==> config.mk <==
export PLATFORM = sky130hd
export DESIGN_NAME = l1_l2_arbiter
export DESIGN_NICKNAME = d
export VERILOG_FILES = /design/src/rtl/cache_pkg.sv /design/src/rtl/l1_l2_arbiter.sv
export SDC_FILE = /design/constraint.sdc
export NUM_CORES = 1
export LEC_CHECK = 0
export ABC_AREA = 1
export CAP_MARGIN = 5
export CORE_UTILIZATION = 43
export DETAILED_ROUTE_END_ITERATION = 10
export PLACE_DENSITY = 0.81
export SKIP_CTS_REPAIR_TIMING = 1
export SLEW_MARGIN = 10
export SYNTH_ARGS = -nofsm -noshare
export SYNTH_HDL_FRONTEND = slang
export SYNTH_SLANG_ARGS = --single-unit
==> constraint.sdc <==
create_clock -name clk -period 2.15 [get_ports clk]
set_clock_uncertainty 0.1 [all_clocks]
set_input_delay 0.43 -clock clk [delete_from_list [all_inputs] [get_ports clk]]
set_output_delay 0.43 -clock clk [all_outputs]
set_load 0.1 [all_outputs]
==> src/rtl/cache_pkg.sv <==
// Shared definitions for the L1/L2 cache slice: arbiter FSM encodings,
// grant codes and requester identifiers used by the L1 controllers.
package cache_pkg;

    typedef enum logic [1:0] {
        S_IDLE    = 2'b00,
        S_GRANT_I = 2'b01,
        S_GRANT_D = 2'b10,
        S_RELEASE = 2'b11
    } arb_state_t;

    localparam logic [1:0] GRANT_NONE = 2'b00;
    localparam logic [1:0] GRANT_I    = 2'b01;
    localparam logic [1:0] GRANT_D    = 2'b10;

    localparam logic LAST_I = 1'b0;
    localparam logic LAST_D = 1'b1;

    localparam int WDOG_W = 8;

endpackage

==> src/rtl/l1_l2_arbiter.sv <==
// Two-way arbiter sharing one L2 port between the I-side and D-side L1s,
// with alternating tie-break, registered L2 request and a grant watchdog.
module l1_l2_arbiter
    import cache_pkg::*;
#(
    parameter int TNUM2  = 18,
    parameter int INUM2  = 8,
    parameter int TO_CYC = 255
) (
    input  logic             clk,
    input  logic             nrst,
    input  logic             read_I_L2,
    input  logic [TNUM2-1:0] tag_I_L2,
    input  logic [INUM2-1:0] index_I_L2,
    input  logic             read_D_L2,
    input  logic             write_D_L2,
    input  logic [TNUM2-1:0] tag_D_L2,
    input  logic [INUM2-1:0] index_D_L2,
    output logic             ready_L2_I,
    output logic             ready_L2_D,
    output logic             read_L1_L2,
    output logic             write_L1_L2,
    output logic [TNUM2-1:0] tag_L1_L2,
    output logic [INUM2-1:0] index_L1_L2,
    input  logic             ready_L2_L1,
    output logic [1:0]       grant_o,
    output logic             timeout_o
);

    localparam logic [WDOG_W-1:0] WDOG_LAST = WDOG_W'(TO_CYC - 1);

    arb_state_t        r_state;
    arb_state_t        w_nextState;
    logic              r_lastGrant;
    logic [TNUM2-1:0]  r_tag;
    logic [INUM2-1:0]  r_index;
    logic              r_write;
    logic [WDOG_W-1:0] r_wdog;
    logic              r_timeout;

    logic w_reqI;
    logic w_reqD;
    logic w_pickD;
    logic w_start;
    logic w_granted;
    logic w_wdogHit;

    assign w_reqI    = read_I_L2;
    assign w_reqD    = read_D_L2 | write_D_L2;
    // On a tie the side that did not win last time gets the port.
    assign w_pickD   = w_reqD & (~w_reqI | (r_lastGrant == LAST_I));
    assign w_start   = (r_state == S_IDLE) & (w_reqI | w_reqD);
    assign w_granted = (r_state == S_GRANT_I) | (r_state == S_GRANT_D);
    assign w_wdogHit = (r_wdog == WDOG_LAST);

    always_ff @(posedge clk or negedge nrst) begin
        if (!nrst) begin
            r_state <= S_IDLE;
        end else begin
            r_state <= w_nextState;
        end
    end

    always_comb begin
        w_nextState = r_state;
        unique case (r_state)
            S_IDLE: begin
                if (w_start) begin
                    w_nextState = w_pickD ? S_GRANT_D : S_GRANT_I;
                end
            end
            S_GRANT_I, S_GRANT_D: begin
                if (ready_L2_L1 || w_wdogHit) begin
                    w_nextState = S_RELEASE;
                end
            end
            S_RELEASE: begin
                w_nextState = S_IDLE;
            end
            default: begin
                w_nextState = S_IDLE;
            end
        endcase
    end

    // Winner's address/op are captured once so L2 never sees requester churn.
    always_ff @(posedge clk or negedge nrst) begin
        if (!nrst) begin
            r_lastGrant <= LAST_D;
            r_tag       <= '0;
            r_index     <= '0;
            r_write     <= 1'b0;
            r_wdog      <= '0;
            r_timeout   <= 1'b0;
        end else if (w_start) begin
            r_lastGrant <= w_pickD ? LAST_D : LAST_I;
            r_tag       <= w_pickD ? tag_D_L2 : tag_I_L2;
            r_index     <= w_pickD ? index_D_L2 : index_I_L2;
            r_write     <= w_pickD & write_D_L2;
            r_wdog      <= '0;
        end else if (w_granted) begin
            r_wdog <= r_wdog + 1'b1;
            if (!ready_L2_L1 && w_wdogHit) begin
                r_timeout <= 1'b1;
            end
        end
    end

    always_comb begin
        grant_o     = GRANT_NONE;
        read_L1_L2  = 1'b0;
        write_L1_L2 = 1'b0;
        ready_L2_I  = 1'b0;
        ready_L2_D  = 1'b0;
        tag_L1_L2   = r_tag;
        index_L1_L2 = r_index;
        timeout_o   = r_timeout;
        unique case (r_state)
            S_GRANT_I: begin
                grant_o    = GRANT_I;
                read_L1_L2 = 1'b1;
                ready_L2_I = ready_L2_L1;
            end
            S_GRANT_D: begin
                grant_o     = GRANT_D;
                read_L1_L2  = ~r_write;
                write_L1_L2 = r_write;
                ready_L2_D  = ready_L2_L1;
            end
            default: begin
                grant_o = GRANT_NONE;
            end
        endcase
    end

endmodule
==> reports/metrics.cfg <==
[status]
outcome = finished clean

[cells_and_area]
mostFrequentLayoutCells = nand2_1 (185), clkdlybuf4s50_1 (56), dfrtp_1 (38)
mostFrequentLayoutCell = nand2_1
instances_no_fill = 466
nets = 464
antenna_cells = 0
area_delta_synth_final_pct = 50.6
drive_gt1_frac = 0.150

[worst_setup_path]
startpoint_type = register
slowest_stage = dfrtp_1
r2r_slack_ps = 470
path_buf_inv = 2
cp_data_arrival_time_ps = 1510
crit_required_ps = 1620
path_class = register to primary output
cp-end-kind = primary output
path_cells = inv_1 -> ha_1 -> a21oi_1 -> nor2_4 -> buf_12
crit_family = flip-flops
path_max_fanout = 4
worst_path_largest_cell_delay_ps = 380

[synth]
synth_area_um2 = 2140
syn_nets = 368
avgSynthCellArea_um2 = 7.08
ys_types = 21
ys_warn_count = 0
ys_seq_area_frac = 0.457
syn_inst = 302
ys_ff_latch = 39

[clocking]
root_buffer = clkbuf_8
cts_tree = yes
cts_max_level = 2
max-clock-path-buffers = 2
clk_latency_ps = 280
cts_buffers = 5
cts_sinks = 39
clk_pin_slew_ps = 70

[route]
drt-total-wl_mm = 5.27
route.detailed.drc = 0
antenna_left = 0
drtPass1Iterations = 4
vias = 2154
wl_per_cell_um = 11.3
viasPerCell = 4.62
first_iter_violations = 84

[timing]
finalHoldViolCount = 0
fin_crit_ps = 2040
slew_headroom = 0.688
fmax_mhz = 489
finalCritPeriodShare = 0.951
rsz0062_at_grt = no
finalMaxSlewViolations = 0
worst_hold_slack_ps = 382
setup_viol = 0
worstMarginPinSlew_ps = 468

[floorplanning]
num_rows = 25
start_util = 0.449
core_area_um2 = 4750
die_x_um = 72.5
dieArea_um2 = 5260
num_io_pins = 91
dieHeight_um = 72.5

[place]
gp_congestion = 0.771
numPortBuffers = 90
dp_hpwl_mm = 3.92
dp_cells = 455

[global_route]
grt_pass1_wl_mm = 8.79
antenna_found_initial = 0
grt_pass1_vias = 2018
grt_max_degree = 36
grt_use_total = 0.214
grt_overflow_total = 0

[worst_hold_path]
hold_class = register to register

[job]
cap_viol_max_count = 0

==> per-stage QoR <==
stage                     setup WS (ps)  TNS, ps  instance area (um^2)   util
final                               105        0                  3220  0.677
after global routing               21.5        0                  3220  0.677
after global placement              242        0                  3100  0.652
after floorplan                     240        0                  2140      -
after detailed placement            173        0                  3100  0.652
after CTS                         -13.5    -13.5                  3180  0.669
==> layout make-up <==
class	instances	area (um^2)
Multi-Input combinational cell	235	1040
Timing Repair Buffer	100	978
Inverter	17	63.8
Tap cell	67	83.8
Sequential cell	39	977
Fill cell	431	1540
Clock buffer	8	80.1
==> sequential cells by signal, indices dropped and copies added (netlist names) <==
signal,cells
tag_L1_L2,18
index_L1_L2,8
r_state,2
r_lastGrant,1
timeout_o,1
r_write,1
r_wdog,8
==> final timing paths <==
kind	startpoint	to	cells past startpoint
max	r_state[0]	read_L1_L2	5
min	index_L1_L2[4]	index_L1_L2[4]	2
max reg2reg	r_state[1]	r_wdog[7]	7
min reg2reg	index_L1_L2[4]	index_L1_L2[4]	2
max in group asynchronous	nrst	r_wdog[1]	3
min in group asynchronous	nrst	r_write	2
==> worst register-to-register path, cell delays in order (launching register included) <==
cell and delay (ps):
dfrtp_1 410, inv_1 130, ha_4 310, nand2_1 50
nor2_1 280, nand3_1 100, and2_1 150, nor2_1 80
==> cells in the mapped netlist, drive strengths merged <==
cell    instances  area share
a21oi           4      0.0094
and2            1      0.0029
buf            11       0.039
dfrtp          38        0.44
dfstp           1       0.012
ha              8       0.047
inv            17       0.030
nand2         188        0.34
nand3           9       0.021
nand4           1      0.0029
nor2           14       0.025
nor3            3      0.0070
o21ai           5       0.017
o21bai          1      0.0035
or2             1      0.0029
==> logic make-up (layout without fill, tap and decap cells) <==
family                     Yosys count  in the layout  synth area share
and+or+nand+nor                    217            217             0.398
DFF                                 39             39             0.457
buffers and inverters               28            125            0.0685
AOI/OAI and AO/OA                   10             10            0.0299
adders and majority gates            8              8            0.0468
==> layer usage <==
metal | track usage | share of wire | vias up
li1 | - | - | 1098
met5 | 0 | 0 | -
met3 | 0.0444 | 0.041 | 7
met2 | 0.373 | 0.51 | 58
met4 | 0.0654 | 0.016 | 0
met1 | 0.267 | 0.43 | 991
Power is left out: the tool's default activity adds up to more than one toggle a clock period on the data nets, which glitch-free logic cannot reach.
